$ cat src/rtl/fir_datapath.sv
// ---------------------------------------------------------------------------
// fir_datapath
//
// Execution end of the FIR controller's command interface. Every clock is a
// command slot: one op/src1/src2/dest command is executed on a 16-entry
// register file through an add/sub/fixed-point-multiply ALU. Register 0 is
// the display/accumulator and drives outreg_data.
//
// Ports:
//   clk          in   system clock, rising edge
//   reset        in   synchronous, active-high reset (clears all registers
//                     and the sticky overflow flag)
//   op[2:0]      in   command opcode (NoOp/Copy/Load1/Load2/Add/Sub/Mul/rsvd)
//   src1[3:0]    in   first source register index
//   src2[3:0]    in   second source register index
//   dest[3:0]    in   destination register index
//   ext_data1    in   new sample, written by Load1
//   ext_data2    in   new coefficient, written by Load2
//   overflow     out  combinational overflow of the current Add/Sub/Mul
//   outreg_data  out  contents of register 0 (registered)
//   ovf_sticky   out  set on any committed overflow, held until reset
//
// Build option:
//   SATURATE_EN  when defined, overflowing Add/Sub/Mul results are clamped
//                to the signed DATA_W limits before writeback; otherwise the
//                wrapped low DATA_W bits are written. overflow is reported
//                identically in both builds.
// ---------------------------------------------------------------------------
module fir_datapath #(
  parameter int DATA_W    = 16,
  parameter int FRAC_BITS = 15
) (
  input  logic              clk,
  input  logic              reset,
  input  logic [2:0]        op,
  input  logic [3:0]        src1,
  input  logic [3:0]        src2,
  input  logic [3:0]        dest,
  input  logic [DATA_W-1:0] ext_data1,
  input  logic [DATA_W-1:0] ext_data2,
  output logic              overflow,
  output logic [DATA_W-1:0] outreg_data,
  output logic              ovf_sticky
);

  localparam int NUM_REGS = 16;

  typedef enum logic [2:0] {
    OP_NOP   = 3'b000,
    OP_COPY  = 3'b001,
    OP_LOAD1 = 3'b010,
    OP_LOAD2 = 3'b011,
    OP_ADD   = 3'b100,
    OP_SUB   = 3'b101,
    OP_MUL   = 3'b110,
    OP_RSVD  = 3'b111
  } op_e;

  // Signed DATA_W limits used when clamping an overflowing result.
  localparam logic [DATA_W-1:0] MAX_POS = {1'b0, {(DATA_W-1){1'b1}}};
  localparam logic [DATA_W-1:0] MAX_NEG = {1'b1, {(DATA_W-1){1'b0}}};

  // -------------------------------------------------------------------------
  // State
  // -------------------------------------------------------------------------
  logic [DATA_W-1:0] rf_q [NUM_REGS];
  logic              ovf_sticky_q;

  // -------------------------------------------------------------------------
  // Operand fetch: combinational reads of the pre-write register contents,
  // so dest == src1/src2 naturally uses the old value.
  // -------------------------------------------------------------------------
  logic [DATA_W-1:0] opa, opb;

  assign opa = rf_q[src1];
  assign opb = rf_q[src2];

  // -------------------------------------------------------------------------
  // Arithmetic
  // -------------------------------------------------------------------------
  // Add/Sub are done one bit wider; the result fits DATA_W exactly when the
  // top two bits of the extended value agree.
  logic [DATA_W:0] add_ext, sub_ext;

  assign add_ext = {opa[DATA_W-1], opa} + {opb[DATA_W-1], opb};
  assign sub_ext = {opa[DATA_W-1], opa} - {opb[DATA_W-1], opb};

  // Multiply: sign-extend both operands to 2*DATA_W so the low 2*DATA_W bits
  // of the product are the exact signed product, then rescale the Q-format
  // result with an arithmetic shift.
  logic        [2*DATA_W-1:0] opa_wide, opb_wide, mul_prod;
  logic signed [2*DATA_W-1:0] mul_shift;
  logic        [DATA_W:0]     mul_top;

  assign opa_wide  = {{DATA_W{opa[DATA_W-1]}}, opa};
  assign opb_wide  = {{DATA_W{opb[DATA_W-1]}}, opb};
  assign mul_prod  = opa_wide * opb_wide;
  assign mul_shift = $signed(mul_prod) >>> FRAC_BITS;

  // The shifted value is representable only if every bit from the DATA_W-1
  // sign position upward is a copy of the sign.
  assign mul_top = mul_shift[2*DATA_W-1 -: DATA_W+1];

  // -------------------------------------------------------------------------
  // Command decode / next-state
  // -------------------------------------------------------------------------
  logic              wr_en_d;
  logic [DATA_W-1:0] wr_data_d;
  logic              ovf_d;
  logic              neg_d;   // true sign of the exact result, for clamping

  // NOTE: every signal driven here gets a default first, so no path through
  // the case leaves one unassigned and no latch can be inferred.
  always_comb begin
    wr_en_d   = 1'b0;
    wr_data_d = '0;
    ovf_d     = 1'b0;
    neg_d     = 1'b0;

    unique case (op_e'(op))
      OP_COPY: begin
        wr_en_d   = 1'b1;
        wr_data_d = opa;
      end
      OP_LOAD1: begin
        wr_en_d   = 1'b1;
        wr_data_d = ext_data1;
      end
      OP_LOAD2: begin
        wr_en_d   = 1'b1;
        wr_data_d = ext_data2;
      end
      OP_ADD: begin
        wr_en_d   = 1'b1;
        wr_data_d = add_ext[DATA_W-1:0];
        ovf_d     = add_ext[DATA_W] ^ add_ext[DATA_W-1];
        neg_d     = add_ext[DATA_W];
      end
      OP_SUB: begin
        wr_en_d   = 1'b1;
        wr_data_d = sub_ext[DATA_W-1:0];
        ovf_d     = sub_ext[DATA_W] ^ sub_ext[DATA_W-1];
        neg_d     = sub_ext[DATA_W];
      end
      OP_MUL: begin
        wr_en_d   = 1'b1;
        wr_data_d = mul_shift[DATA_W-1:0];
        ovf_d     = ~((&mul_top) | ~(|mul_top));
        neg_d     = mul_shift[2*DATA_W-1];
      end
      OP_NOP, OP_RSVD: begin
        // No write, no overflow.
      end
    endcase

`ifdef SATURATE_EN
    if (ovf_d) begin
      wr_data_d = neg_d ? MAX_NEG : MAX_POS;
    end
`else
    // Wrapped low bits are written as-is; the clamp limits stay unused.
    if (ovf_d && (neg_d ? (wr_data_d == MAX_NEG) : (wr_data_d == MAX_POS))) begin
      wr_data_d = wr_data_d;
    end
`endif
  end

  // Reported overflow is forced low during reset; it never looks at dest.
  assign overflow = ovf_d & ~reset;

  // -------------------------------------------------------------------------
  // Register file and sticky flag
  // -------------------------------------------------------------------------
  // NOTE: the register file is a small flop array whose reset contents are
  // architecturally visible (register 0 feeds outreg_data), so every entry is
  // cleared explicitly rather than left to power-up state.
  always_ff @(posedge clk) begin
    if (reset) begin
      for (int i = 0; i < NUM_REGS; i++) begin
        rf_q[i] <= '0;
      end
      ovf_sticky_q <= 1'b0;
    end else begin
      if (wr_en_d) begin
        rf_q[dest] <= wr_data_d;
      end
      if (overflow) begin
        ovf_sticky_q <= 1'b1;
      end
    end
  end

  assign outreg_data = rf_q[0];
  assign ovf_sticky  = ovf_sticky_q;

endmodule
$ cat config.mk
export PLATFORM = sky130hd
export DESIGN_NAME = fir_datapath
export DESIGN_NICKNAME = d
export VERILOG_FILES = /design/src/rtl/fir_datapath.sv
export SDC_FILE = /design/constraint.sdc
export NUM_CORES = 1
export LEC_CHECK = 0
export ABC_CLOCK_PERIOD_IN_PS = 9100
export CELL_PAD_IN_SITES_DETAIL_PLACEMENT = 0
export CELL_PAD_IN_SITES_GLOBAL_PLACEMENT = 1
export CORE_AREA = 3 3 235 237
export CTS_CLUSTER_DIAMETER = 150
export DETAILED_ROUTE_END_ITERATION = 6
export DIE_AREA = 0 0 238 240
export GPL_TIMING_DRIVEN = 0
export PLACE_DENSITY_LB_ADDON = 0.2
export SYNTH_ARGS = -nofsm -noshare
export SYNTH_HDL_FRONTEND = slang
export SYNTH_SLANG_ARGS = --single-unit
export TNS_END_PERCENT = 50
$ cat constraint.sdc
create_clock -name clk -period 9.1 [get_ports clk]
set_input_delay 0.91 -clock clk [delete_from_list [all_inputs] [get_ports clk]]
set_output_delay 0.91 -clock clk [all_outputs]
set_load 0.02 [all_outputs]
Word level (Yosys, flattened, before mapping):

Memories as Yosys holds them, arrays and structs flattened.
Cells that the tools add are included.

* output and inout port bits: 18
* RAM bits: 256
* memories kept: 1
* register bits after elaboration: 1

* $add $sub $neg: 2
* bitwise logic cells: 7
* reductions and logical operators: 4
* muxes and demuxes: 11
* eq/ne operators: 6
* multiply operators: 1

Memories
* rf_q: words 16, width 16, read ports 3, clocked after Yosys merged registers in 0, write ports 16, line 66 `logic [DATA_W-1:0] rf_q [NUM_REGS];`

Operators with widths (count)
* 16-bit one-hot mux with 6 select lines: 1
* 16-bit by 16-bit multiplier with 32-bit output: 1
* 16-bit by 16-bit adder with 17-bit output: 1
* 16-bit by 16-bit subtractor with 17-bit output: 1
* 16-bit 2-to-1 mux: 1
* 16-bit OR reduction: 1
* 3-bit equality test (second input constant): 3
* 1-bit 2-to-1 mux: 7
* 3-bit by 2-bit equality test with 1-bit output (second input constant): 2
* 6-bit OR reduction: 1
* 4-bit 2-to-1 mux: 1
* 3-bit by 1-bit equality test with 1-bit output (second input constant): 1
* 1-bit NOT: 3
* 1-bit one-hot mux with 3 select lines: 1
* 2-bit AND reduction: 1
* 2-bit OR reduction: 1
* 1-bit bitwise XOR: 2
* 1-bit bitwise AND: 1
* 1-bit bitwise OR: 1

Depth between registers and ports, before layout:

Gate-level depths: netlist of run 1.

* word-level depth: 8
* gate-level depth with buffers: 34

Worst setup path before layout of run 1:

Ideal clock, no wire load.

* kind: input to output
* start: in src2[0]
* end: out overflow
* path slack: -0.673 ns
* required time: 8.190 ns
* arrival time: 8.863 ns
* stages on the path: 31
* path through: buf_6 > buf_2 > buf_2 > buf_1 > mux4_2 > mux2i_1 > nand2_1 > o21ai_0 > clkbuf_1 > nor2_1 > fa_1 > inv_1 > fa_1 > fa_1 > inv_1 > fa_1 > fa_1 > inv_1 > fa_1 > inv_1 > ha_1 > a21o_1 > a21o_1 > a21oi_1 > o21ai_0 > a31o_2 > a21oi_1 > a211oi_1 > a211oi_1 > xnor2_1 > o21ai_0

* word-level cells in the longest chain between the ends: 8
* elaborated cells on any way between the ends: 13

Ends and longest elaborated chain
* from (decl): line 37 `input logic [3:0] src2,`
* memory 16 x 16 bit *
* 16-bit by 16-bit multiplier with 32-bit output: line 97 `assign mul_prod = opa_wide * opb_wide;`
* 2-bit OR reduction: line 148 `ovf_d = ~((&mul_top) | ~(|mul_top));`
* 1-bit NOT: line 148
* 1-bit bitwise OR: line 148
* 1-bit NOT: line 148
* 1-bit one-hot mux with 3 select lines *: line 120 `unique case (op_e'(op))`
* 1-bit bitwise AND *: line 169 `assign overflow = ovf_d & ~reset;`
* to (decl): line 41 `output logic overflow,`

Mark *: on every way between the ends. The rest lies on a longest branch, timed or not.

Final worst setup path of run 1:

Same ends and word-level chain as after synthesis.

==> impl_metrics.env, run 1 <==
export IMPL_layout_commonest_cell="nor2_1"
export IMPL_rr_worst_depth=26
export IMPL_synthAdderAreaFrac_pct=26.6
export IMPL_crit_family="adder cells"
export IMPL_min_to="ovf_sticky"
export IMPL_min_path_cells=2
export IMPL_dp_hpwl_um=65600
export IMPL_rrSetupSlack_ns=0.60
export IMPL_synth_area_um2=25000
export IMPL_tritoncts="yes"
export IMPL_synth_compound_area_share_pct=7.19
export IMPL_yosys_mux_area_fraction_pct=14.5
export IMPL_worst_endpoint_arrival_ns=8.25
export IMPL_seq_area_frac_synth_pct=30.8
export IMPL_via_per_inst=5.98
export IMPL_track_usage_pct=30.8
export IMPL_cts_root_buf="clkbuf_16"
export IMPL_min_delay_start="ovf_sticky"
export IMPL_ys_types=72
export IMPL_detailedPlace_worstSlack_ns=-4.09
export IMPL_pin_count=67
export IMPL_cts_buffers=24
export IMPL_synth_top_family_by_area="adder cells"
export IMPL_die_w_um=238
export IMPL_clock_path_buffers=3
export IMPL_finalHoldViolCount=0
export IMPL_nets=2935
export IMPL_synth_xor_area_share_pct=1.33
export IMPL_routed_wl_um=87400
export IMPL_ys_seq_elements=257
export IMPL_ys_flop_type="edfxtp_1"
export IMPL_fin_area_um2=29900
export IMPL_clk_latency_ns=0.54
export IMPL_status="finished, violations left"
export IMPL_worstPathMaxFanout=10
export IMPL_die_h_um=240
export IMPL_rsz0062_at_grt="true"
export IMPL_worst_setup_path_start_kind="input pin"
export IMPL_htreeDepth=1
export IMPL_worst_slew_margin_rel_pct=7.50
export IMPL_synth_edff_count=256
export IMPL_num_antenna_cells=0
export IMPL_mostFrequentLayoutCells="nor2_1, inv_1, edfxtp_1"
export IMPL_grt_overflow=0
export IMPL_wl_per_cell_um=27.1
export IMPL_cpMaxStageDelayCell="mux4_2"
export IMPL_grt_pass1_vias=20000
export IMPL_synth_simple_area_share_pct=12.1
export IMPL_drt_first_iter_violations=1880
export IMPL_drive_gt1_share_pct=21.8
export IMPL_final_setup_tns_ns=-0.0578
export IMPL_post_dp_cell_area_um2=26500
export IMPL_cap_violations=0
export IMPL_end_kind="primary output"
export IMPL_tightest_slew_ns=1.39
export IMPL_r2r_start="rf_q[0][14]"
export IMPL_areaGrowthSynthToFinish_pct=19.6
export IMPL_drc=0
export IMPL_grt_max_degree=17
export IMPL_critPathKind="input pin to primary output"
export IMPL_num_rows=85
export IMPL_synthesis_nets=2728
export IMPL_path_clk_slew_ns=0.07
export IMPL_synth_cells=2304
export IMPL_postCtsHoldBufs=0
export IMPL_place_gp_congestion=0.962
export IMPL_min_delay_path_class="flip-flop to flip-flop"
export IMPL_cp_num_buf_inv=9
export IMPL_crit_top_cell="fa_1"
export IMPL_async_flop_share_pct=0
export IMPL_r2r_end="rf_q[8][15]"
export IMPL_timing_final_crit_share_pct=101
export IMPL_clock_fmax_ghz=0.109
export IMPL_start_util_pct=46.8
export IMPL_fin_crit_ns=9.16
export IMPL_dr_total_vias=19300
export IMPL_core_area_um2=53500
export IMPL_dieArea_um2=57100
export IMPL_critPathRequiredTime_ns=8.19
export IMPL_cts_sinks=257
export IMPL_first_pass_iters=5
export IMPL_setup_slack_ns=-0.0578
export IMPL_yosys_warnings=0
export IMPL_detail_route_antenna_nets=0
export IMPL_crit_path_max_incr_delay_ns=0.58
export IMPL_syn_area_per_cell_um2=10.9
export IMPL_violations="setup timing"
export IMPL_io_buffers=61
export IMPL_fin_worst_skew_ns=0.0174
export IMPL_maxSlewViolCount=0
export IMPL_setup_viol=1
export IMPL_antenna_found_initial=0
export IMPL_grt_pass1_wl_um=128000
[cells by family after synthesis]
family	count (synthesis)
AO/OA/AOI/OAI	259
XOR/XNOR	38
adder cells (fa/ha/maj)	375
buffers and inverters	480
flip-flops	257
multiplexers	188
AND/OR/NAND/NOR	707
[state kept, by name, summed over array words and instances, names as in the netlist]
signal,flops
rf_q,256
ovf_sticky,1
[metrics by stage]
stage               cells  utilization [%]  hold WS, ns
detailed placement   3061             49.6        0.487
global route         3222             55.9        0.530
CTS                  3211             55.2        0.505
global placement     3061             49.6        0.471
floorplan            2304                -        0.567
finish               3222             55.9        0.499
[routing by layer]
layer	global-route usage (%)	vias up	wire length [um]
met5	0	-	0
met1	40.5	9849	33800
met2	53.3	997	43100
li1	-	8216	-
met3	2.98	197	6400
met4	12.4	0	4010
[area by class of cell]
class	instances	area, um^2
clock buffer	28	637
timing repair buffer	192	1870
clock inverter	13	93.8
fill	4647	23600
sequential	257	7710
inverter	340	1330
tap	696	871
buffer	129	1240
multi-input combinational	1567	16200
[worst max path at each step]
stage,start,to,cells past startpoint
2_1_floorplan,src1[1],overflow,29
3_3_place_gp,src2[1],overflow,31
3_5_place_dp,src2[1],overflow,31
4_1_cts,src1[0],overflow,27
5_1_grt,src2[0],overflow,32
6_report,src2[0],overflow,29
[what timing repair did]
action | in CTS | in global routing
setup buffers | 106 | 20
pin swaps | 44 | 35
cloned | 6 | 0
setup endpoints to repair | 258 | 101
gates resized for setup | 376 | 74
hold endpoints to repair | 0 | 0
[worst register-to-register path, stage by stage (launching register included)]
cell	delay [ns]
edfxtp_1	0.49
mux4_2	0.52
mux2_2	0.30
o21ai_4	0.34
clkbuf_4	0.36
nor2_1	0.09
fa_1	0.49
fa_1	0.52
fa_1	0.54
fa_1	0.46
fa_1	0.52
inv_1	0.05
fa_1	0.52
inv_2	0.06
ha_4	0.26
nand4_1	0.23
nor3_4	0.26
nand3_2	0.12
o21ai_4	0.33
nand2_4	0.12
buf_4	0.15
buf_4	0.12
nand3_1	0.07
o41ai_1	0.10
a211oi_2	0.69
clkbuf_1	0.45
nor2_1	0.09
[synth_stat cells (25+ instances only)]
cell type / instances / area [um^2]
mux4_2: 130 / 2930
nor3_1: 31 / 155
nor2_1: 372 / 1400
mux2i_1: 32 / 320
nand2b_1: 27 / 169
clkbuf_1: 103 / 387
a21oi_1: 51 / 255
edfxtp_1: 256 / 7690
fa_1: 263 / 5270
inv_1: 335 / 1260
ha_1: 112 / 1400
nand2_1: 175 / 657
o21ai_0: 46 / 230
a21o_1: 26 / 195
xnor2_1: 25 / 219
nor2b_1: 28 / 175
Power of run 1 is left out: the tool's default activity adds up to more than one toggle a clock period on the data nets, which glitch-free logic cannot reach.
==> run 2: changes to the inputs <==
--- a/config.mk
+++ b/config.mk
@@ -5,13 +5,14 @@
 export SDC_FILE = /design/constraint.sdc
 export NUM_CORES = 1
 export LEC_CHECK = 0
+export ABC_AREA = 1
 export ABC_CLOCK_PERIOD_IN_PS = 9100
 export CELL_PAD_IN_SITES_DETAIL_PLACEMENT = 0
 export CELL_PAD_IN_SITES_GLOBAL_PLACEMENT = 1
-export CORE_AREA = 3 3 235 237
+export CORE_AREA = 3 3 251 253
 export CTS_CLUSTER_DIAMETER = 150
 export DETAILED_ROUTE_END_ITERATION = 6
-export DIE_AREA = 0 0 238 240
+export DIE_AREA = 0 0 254 256
 export GPL_TIMING_DRIVEN = 0
 export PLACE_DENSITY_LB_ADDON = 0.2
 export SYNTH_ARGS = -nofsm -noshare
==> impl_metrics.env, run 2 <==
export IMPL_routed_wl_um=111000
export IMPL_nets=3853
export IMPL_grt_pass1_vias=24500
export IMPL_track_usage_pct=34.0
export IMPL_grt_max_degree=17
export IMPL_grt_overflow=0
export IMPL_crit_top_cell="nand2_1"
export IMPL_dieArea_um2=65000
export IMPL_htreeDepth=1
export IMPL_met3_usage_pct=6.05
export IMPL_critPathRequiredTime_ns=8.19
export IMPL_synth_edff_count=256
export IMPL_via_per_inst=5.87
export IMPL_grt_util_met2_pct=51.0
export IMPL_instances_no_fill=4236
export IMPL_grt_use_met1_pct=50.5
export IMPL_yosysTopAreaCell="edfxtp_1"
export IMPL_largest_reg_flops=256
export IMPL_layout_commonest_cell="inv_1"
export IMPL_largest_register="rf_q"
export IMPL_setup_viol=0
export IMPL_drive_gt1_share_pct=13.4
export IMPL_register_area_um2=7710
export IMPL_crit_path_max_incr_delay_ns=0.57
export IMPL_num_rows=91
export IMPL_holdWs_ns=0.466
export IMPL_antenna_found_initial=1
export IMPL_ys_seq_elements=257
export IMPL_place_gp_congestion=0.967
export IMPL_critPathKind="input pin to primary output"
export IMPL_core_area_um2=61300
export IMPL_seq_area_frac_synth_pct=28.9
export IMPL_synth_compound_area_share_pct=15.7
export IMPL_ys_flop_type="edfxtp_1"
export IMPL_detailedPlace_worstSlack_ns=-2.94
export IMPL_dr_total_vias=24900
export IMPL_drc=0
export IMPL_multi_input_area_um2=16300
export IMPL_mostFrequentLayoutCells="inv_1, nand2_1, nor2_1"
export IMPL_clock_path_buffers=3
export IMPL_cts_root_buf="clkbuf_16"
export IMPL_synth_simple_area_share_pct=17.2
export IMPL_dp_hpwl_um=84700
export IMPL_io_buffers=60
export IMPL_final_setup_tns_ns=0
export IMPL_worstPathMaxFanout=11
export IMPL_crit_family="adder cells"
export IMPL_async_flop_share_pct=0
export IMPL_start_util_pct=43.5
export IMPL_cpMaxStageDelayCell="fa_1"
export IMPL_synthAdderAreaFrac_pct=25.0
export IMPL_cp_num_buf_inv=13
export IMPL_synth_top_cells_by_count="inv_1, nand2_1, o21ai_0"
export IMPL_detail_route_antenna_nets=0
export IMPL_end_kind="primary output"
export IMPL_synth_top_family_by_area="adder cells"
export IMPL_path_clk_slew_ns=0.06
export IMPL_clk_latency_ns=0.58
export IMPL_tightest_slew_ns=1.54
export IMPL_synth_xor_area_share_pct=0.427
export IMPL_areaGrowthSynthToFinish_pct=16.9
export IMPL_worst_setup_path_start_kind="input pin"
export IMPL_maxSlewViolCount=8
export IMPL_setup_slack_ns=0.205
export IMPL_tritoncts="yes"
export IMPL_die_w_um=254
export IMPL_timing_final_crit_share_pct=97.7
export IMPL_fin_worst_skew_ns=0.0217
export IMPL_yosys_area_top_type_share_pct=28.9
export IMPL_drt_first_iter_violations=3142
export IMPL_yosys_warnings=0
export IMPL_clock_fmax_ghz=0.112
export IMPL_ys_types=59
export IMPL_dp_cells=4143
export IMPL_fin_crit_ns=8.89
export IMPL_violations="capacitance limit, slew limit"
export IMPL_first_pass_iters=6
export IMPL_cts_buffers=26
export IMPL_min_delay_path_class="flip-flop to flip-flop"
export IMPL_grt_pass1_wl_um=161000
export IMPL_yosys_mux_area_fraction_pct=0
export IMPL_postCtsHoldBufs=0
export IMPL_die_h_um=256
export IMPL_cts_sinks=257
export IMPL_min_delay_start="ovf_sticky"
export IMPL_synth_most_common_cell="inv_1"
export IMPL_synth_cells=3293
export IMPL_pin_count=67
export IMPL_num_antenna_cells=0
export IMPL_top_usage_layer="met2"
export IMPL_status="finished, violations left"
export IMPL_rrSetupSlack_ns=1.17
export IMPL_synthesis_nets=3717
export IMPL_netlist_top_cells_area="edfxtp_1, fa_1, inv_1"
export IMPL_syn_area_per_cell_um2=8.09
export IMPL_worst_slew_margin_rel_pct=-3.70
export IMPL_wl_per_cell_um=26.2
export IMPL_finalHoldViolCount=0
export IMPL_worst_endpoint_arrival_ns=7.98
export IMPL_cap_violations=2
export IMPL_fill_cells=5934
export IMPL_r2r_start="rf_q[0][1]"
export IMPL_critPathLaunch="src1[0]"
export IMPL_synth_area_um2=26600
-- run 2: cell families (layout without fill, tap and decap cells) --
group	Yosys count	count (layout)
AO/OA/AOI/OAI	740	740
XOR/XNOR	13	13
adder cells (fa/ha/maj)	375	375
buffers and inverters	823	976
flip-flops	257	257
AND/OR/NAND/NOR	1085	1085
-- run 2: final timing paths --
check / to / cells past startpoint
min: ovf_sticky / 2
min reg2reg: ovf_sticky / 2
max reg2reg: rf_q[0][14] / 30
max: overflow / 38
-- run 2: what timing repair did --
| action | in CTS | in global routing |
|---|---|---|
| resized for setup | 384 | 120 |
| buffers inserted | 36 | 14 |
| setup endpoints to repair | 258 | 1 |
| pin swaps | 37 | 36 |
-- run 2: per-layer routing --
layer  up-vias  routed length, um
met3       231              10800
met4         0               3810
li1      10900                  -
met2      1438              47900
met5         -                  0
met1     12300              48400
-- run 2: area by class of cell --
cell class / instances / share of cell area (%)
clock inverter: 14 / 0.329
inverter: 640 / 7.77
buffer: 181 / 6.13
clock buffer: 31 / 2.22
sequential: 257 / 24.7
multi-input combinational: 2213 / 52.4
tap: 790 / 3.17
timing repair buffer: 110 / 3.22
-- run 2: worst register-to-register path, delay by kind of cell, from the launching register on --
kind	cells	cell delay [ns]
DFF	1	0.34
xor gates and xnor gates	1	0.39
and+or+nand+nor	9	1.15
AOI/OAI and AO/OA	4	1.23
buffers and inverters	9	1.34
adders and majority gates	7	3.30
-- run 2: per-stage QoR --
stage / util (%) / instance area [um^2]
floorplan: - / 26600
global placement: 46.1 / 28200
detailed placement: 46.1 / 28200
CTS: 50.0 / 30600
global route: 50.9 / 31200
finish: 50.9 / 31200
Power of run 2 is left out for the same reason.
